## src/rtl/instr_prefetch_buf.sv

```systemverilog
// Instruction prefetch buffer: issues in-order fetch requests and queues {pc, instr} pairs for the IF/ID register.
// Optional performance counters are enabled with `define IPB_PERF_EN.
module instr_prefetch_buf #(
    parameter int unsigned DEPTH    = 4,
    parameter logic [63:0] RESET_PC = 64'h8000_0000
) (
    input  logic        clk,
    input  logic        rst,
    input  logic        redirect_en,
    input  logic [63:0] redirect_pc,
    output logic        mem_req_valid,
    input  logic        mem_req_ready,
    output logic [63:0] mem_req_addr,
    input  logic        mem_resp_valid,
    input  logic [31:0] mem_resp_instr,
    output logic        out_valid,
    input  logic        out_ready,
    output logic [63:0] out_pc,
    output logic [31:0] out_instr,
`ifdef IPB_PERF_EN
    output logic [31:0] perf_stall_cnt,
    output logic [31:0] perf_flush_cnt,
    output logic [31:0] perf_drop_cnt,
`endif
    output logic [63:0] out_snxt_pc
);

    localparam int PW = $clog2(DEPTH);
    localparam int CW = PW + 1;
    localparam logic [CW:0] DEPTH_W = DEPTH[CW:0];

    logic [63:0]   fetch_pc_reg;
    logic [63:0]   pc_tag_reg;
    logic [PW-1:0] rd_ptr_reg;
    logic [PW-1:0] wr_ptr_reg;
    logic [CW-1:0] occ_reg;
    logic [CW-1:0] inflight_reg;
    logic [CW-1:0] drop_cnt_reg;
    logic [63:0]   pc_mem    [DEPTH];
    logic [31:0]   instr_mem [DEPTH];

    logic [CW:0]      credit_sum;
    logic             req_hs;
    logic             resp_drop;
    logic             push;
    logic             pop;
    logic [CW-1:0]    inflight_next;
    logic [63:0]      redirect_aligned;
    logic [DEPTH-1:0] wr_en;

    // Entries plus outstanding requests never exceed DEPTH, so a response always has a free slot.
    assign credit_sum       = {1'b0, occ_reg} + {1'b0, inflight_reg};
    assign mem_req_valid    = !rst && !redirect_en && (credit_sum < DEPTH_W);
    assign mem_req_addr     = fetch_pc_reg;
    assign req_hs           = mem_req_valid && mem_req_ready;
    assign resp_drop        = mem_resp_valid && ((drop_cnt_reg != '0) || redirect_en);
    assign push             = mem_resp_valid && !resp_drop;
    assign pop              = out_valid && out_ready && !redirect_en;
    assign inflight_next    = inflight_reg + CW'(req_hs) - CW'(mem_resp_valid);
    assign redirect_aligned = redirect_pc & ~64'd3;

    assign out_valid   = (occ_reg != '0);
    assign out_pc      = pc_mem[rd_ptr_reg];
    assign out_instr   = instr_mem[rd_ptr_reg];
    assign out_snxt_pc = out_pc + 64'd4;

    generate
        for (genvar gi = 0; gi < DEPTH; gi++) begin : g_wr_dec
            assign wr_en[gi] = push && (wr_ptr_reg == PW'(gi));
        end
    endgenerate

    always_ff @(posedge clk or posedge rst) begin
        if (rst) begin
            fetch_pc_reg <= RESET_PC;
            pc_tag_reg   <= RESET_PC;
            rd_ptr_reg   <= '0;
            wr_ptr_reg   <= '0;
            occ_reg      <= '0;
            inflight_reg <= '0;
            drop_cnt_reg <= '0;
        end else begin
            inflight_reg <= inflight_next;
            if (redirect_en) begin
                // Every request still outstanding after this edge belongs to the old stream.
                fetch_pc_reg <= redirect_aligned;
                pc_tag_reg   <= redirect_aligned;
                rd_ptr_reg   <= '0;
                wr_ptr_reg   <= '0;
                occ_reg      <= '0;
                drop_cnt_reg <= inflight_next;
            end else begin
                if (req_hs) fetch_pc_reg <= fetch_pc_reg + 64'd4;
                if (push) begin
                    pc_tag_reg <= pc_tag_reg + 64'd4;
                    wr_ptr_reg <= wr_ptr_reg + PW'(1);
                end
                if (pop) rd_ptr_reg <= rd_ptr_reg + PW'(1);
                if (push && !pop)
                    occ_reg <= occ_reg + CW'(1);
                else if (!push && pop)
                    occ_reg <= occ_reg - CW'(1);
                if (mem_resp_valid && (drop_cnt_reg != '0))
                    drop_cnt_reg <= drop_cnt_reg - CW'(1);
            end
        end
    end

    always_ff @(posedge clk or posedge rst) begin
        if (rst) begin
            for (int i = 0; i < DEPTH; i++) begin
                pc_mem[i]    <= '0;
                instr_mem[i] <= '0;
            end
        end else begin
            for (int i = 0; i < DEPTH; i++) begin
                if (wr_en[i]) begin
                    pc_mem[i]    <= pc_tag_reg;
                    instr_mem[i] <= mem_resp_instr;
                end
            end
        end
    end

`ifdef IPB_PERF_EN
    always_ff @(posedge clk or posedge rst) begin
        if (rst) begin
            perf_stall_cnt <= '0;
            perf_flush_cnt <= '0;
            perf_drop_cnt  <= '0;
        end else begin
            if (out_valid && !out_ready) perf_stall_cnt <= perf_stall_cnt + 32'd1;
            if (redirect_en)             perf_flush_cnt <= perf_flush_cnt + 32'd1;
            if (resp_drop)               perf_drop_cnt  <= perf_drop_cnt + 32'd1;
        end
    end
`endif

endmodule

```

## config.mk

```make
export PLATFORM = sky130hd
export DESIGN_NAME = instr_prefetch_buf
export DESIGN_NICKNAME = d
export VERILOG_FILES = /design/src/rtl/instr_prefetch_buf.sv
export SDC_FILE = /design/constraint.sdc
export NUM_CORES = 1
export LEC_CHECK = 0
export BUFFER_PORTS_ARGS = -buffer_cell sky130_fd_sc_hd__buf_2
export CAP_MARGIN = 25
export CORE_AREA = 2 2 257 259
export DETAILED_ROUTE_END_ITERATION = 10
export DIE_AREA = 0 0 259 261
export GPL_ROUTABILITY_DRIVEN = 0
export GPL_TIMING_DRIVEN = 0
export HOLD_SLACK_MARGIN = 0.05
export PLACE_DENSITY_LB_ADDON = 0.3
export SLEW_MARGIN = 10
export SYNTH_ARGS = -nofsm -noshare
export SYNTH_HDL_FRONTEND = slang
export SYNTH_SLANG_ARGS = --single-unit
```

## constraint.sdc

```tcl
create_clock -name clk -period 20.9 [get_ports clk]
set_input_delay 2.09 -clock clk [delete_from_list [all_inputs] [get_ports clk]]
set_output_delay 2.09 -clock clk [all_outputs]
set_load 0.01 [all_outputs]
```

==> results.toml <==
[sta]
drv_slew = 0
grt_setup_unrepaired = "no"
tightest_slew_ns = 0.951
tns_ns = 0
fin_worst_skew_ns = 0.0333
fmaxAchievable_mhz = 143
final-hold-violation-count = 0
relSlewSlack = 0.361
setup_slack_ns = 13.92
finalSetupViolCount = 0
period_needed_ns = 6.98
min_period_over_period = 0.334

[grt]
grt_max_degree = 115
grt_use_total = 0.237
antenna_found_initial = 3
grt_pass1_wl_um = 122000
gr-total-overflow = 0
grt_pass1_vias = 19544

[yosys]
synth_common_cells = "511 x dfrtp_1, 336 x mux2_2, 209 x nand2_1"
ys_seq_area_frac = 0.501
synth.most_common_cell = "dfrtp_1"
synth_area_leaders = "dfrtp_1 50%, mux2_2 15%, mux4_2 7.6%"
ys_types = 71
synth_top_area_cell = "dfrtp_1"
syn_area_sq_um = 25600
async_reset_ff_frac = 1.00
synth_edf_count = 0
avgSynthCellArea_sq_um = 12.2
synth_top_area_share = 0.499
synthCells = 2098
ys_warn_count = 0
synth_seq_cells = 513
synthFlopType = "dfrtp_1"

[place]
hpwl_um = 60400
post-place-ws_ns = 14.49
portBuffers = 319
placed_area_sq_um = 28500

[clock_network]
cts.sinks = 513
hold_buffers = 0
cts_tree = "yes"
h-tree-depth = 2
clk_latency_ns = 0.63
cts_resized = 0
path_clk_slew_ns = 0.06
clk_path_buf_depth = 3
cts_made_buffers = 56
postCtsSetupRepairBufs = 0
root_buffer = "clkbuf_16"

[detailed_routing]
wire_per_inst_um = 23.8
antenna_left = 0
dr.pass1.iters = 7
dr_total_vias = 19371
route.detailed.drc = 0
wl_um = 80900
viasPerCell = 5.70
drt_iter0_markers = 1649

[layout]
fin_area_sq_um = 30500
top_register = "pc_mem"
regArea_sq_um = 12800
drive_above_1_share = 0.361
multi_input_area_sq_um = 12000
fill_cells = 5916
reg.largest.list = "pc_mem (248), instr_mem (128)"
area_delta_synth_final_pct = 18.8
largest_register_ffs = 248
nets = 2602

[power]
power.switching_uw = 1310
seqPwrFrac = 0.360
internal_power_uw = 2440
pwr-share-clk = 0.286
power_frac_comb = 0.354
powerDensity_nw_per_um2 = 123
swShare = 0.349
p_leak_uw = 0.0140
ir_drop_v = 0.0000722
p_total_uw = 3750

[floorplanning]
die_area_sq_um = 67600
fp.dieW_um = 259
fp.coreArea_sq_um = 65000
rows = 94
ios = 328
start_util = 0.394
die_y_um = 261

[status]
outcome = "complete, no violations"

[worst_setup_path]
worstSetupStartpointType = "flip-flop"
critPathMaxFanout = 10
cp_slowest_cell = "nor3b_2"
worstPathRequired_ns = 18.81
arrival_ns = 4.89
slowest_delay_ns = 0.69
crit_family = "simple AND/OR/NAND/NOR gates"
path_cells = "buf_4, clkbuf_4, mux4_1, ha_1, and2_1, buf_2, nor3b_2, and2_0, nand2_1, xnor2_1, buf_2"
timing.critical_path.mode_cell = "buf_2"
crit_type = "reg -> out"
cp_num_buf_inv = 4
end_kind = "output port"

[worst_hold_path]
min_path_type = "reg -> reg"

[job]
drv_cap = 0
==> layout by cell type (no fill, tap or decap), types with 5 or more instances in the layout <==
cell / count
xnor2_1: 74
nand3b_1: 6
nor2_1: 73
nand3_1: 72
nand4_4: 8
a21o_1: 7
clkinv_2: 5
clkinvlp_4: 7
bufinv_16: 10
mux2_2: 336
o211ai_1: 19
buf_4: 7
nand2_1: 209
mux4_1: 7
and3_1: 30
nand4_1: 36
and4_1: 21
o311ai_0: 18
inv_1: 39
o21ai_0: 140
buf_1: 23
nor4_1: 19
clkbuf_8: 6
a221o_1: 5
mux4_2: 87
ha_1: 13
or3_1: 9
o21ai_1: 5
conb_1: 6
clkbuf_16: 56
a21oi_1: 20
xor2_1: 61
dfrtp_1: 511
and2_1: 20
nor3_1: 43
buf_2: 331
nor4_2: 8
clkbuf_1: 92
a31oi_1: 18
nor3_2: 6
==> area by class of cell <==
type | count | share of cell area
Sequential cell | 513 | 0.421
Multi-Input combinational cell | 1417 | 0.395
Inverter | 41 | 0.00530
Clock inverter | 29 | 0.0151
Buffer | 132 | 0.0214
Antenna cell | 2 | 0.000164
Clock buffer | 75 | 0.0503
Timing Repair Buffer | 324 | 0.0564
Tap cell | 864 | 0.0355
==> through the flow <==
step	hold WS [ns]	util	instances
floorplan	0.442	-	2103
global route	0.502	0.468	3396
finish	0.476	0.468	3397
CTS	0.479	0.468	3395
detailed placement	0.465	0.438	3291
global placement	0.456	0.436	3286
==> kinds of logic after synthesis <==
logic type                 after synthesis  share of synthesized area
adders and majority gates               15                    0.00790
AOI/OAI and AO/OA                      240                     0.0549
muxes                                  431                      0.231
buffers and inverters                  173                     0.0314
DFF                                    513                      0.501
other                                    1                   0.000146
and+or+nand+nor                        590                      0.127
xor gates and xnor gates               135                     0.0461
==> layer usage <==
layer / track usage / share of wire
met1: 0.326 / 0.43
met2: 0.382 / 0.47
met3: 0.0420 / 0.064
met4: 0.0774 / 0.034
met5: 0 / 0
==> path summary, 6_finish.rpt <==
path / from / end / slack, ns / cells after the start
hold / removal: pc_mem[86] / pc_mem[86] / 0.48 / 2
setup reg to reg: occ_reg[2] / drop_cnt_reg[2] / 16.66 / 15
setup / recovery: rd_ptr_reg[1] / out_snxt_pc[26] / 13.92 / 11
max in group asynchronous: rst / instr_mem[36] / 17.70 / 4
hold reg to reg: pc_mem[86] / pc_mem[86] / 0.48 / 2
min in group asynchronous: rst / pc_mem[76] / 1.66 / 2
==> power groups by stage <==
stage,logic [uW],clock network [uW],registers (uW)
6_report,1330,1070,1350
5_1_grt,1430,1130,1370
3_5_place_dp,1340,0,1360
2_1_floorplan,849,0,1320
4_1_cts,1340,1090,1350
3_3_place_gp,1310,0,1350
==> worst register-to-register path: cells and delay by family (launching register included) <==
family	cells	cell delay [ns]
buf+inv	5	1.48
fa+ha+maj	4	1.27
simple gates	3	0.57
flops	1	0.40
xor+xnor	2	0.34
compound gates	1	0.10
(Power assumes the default switching activity.)
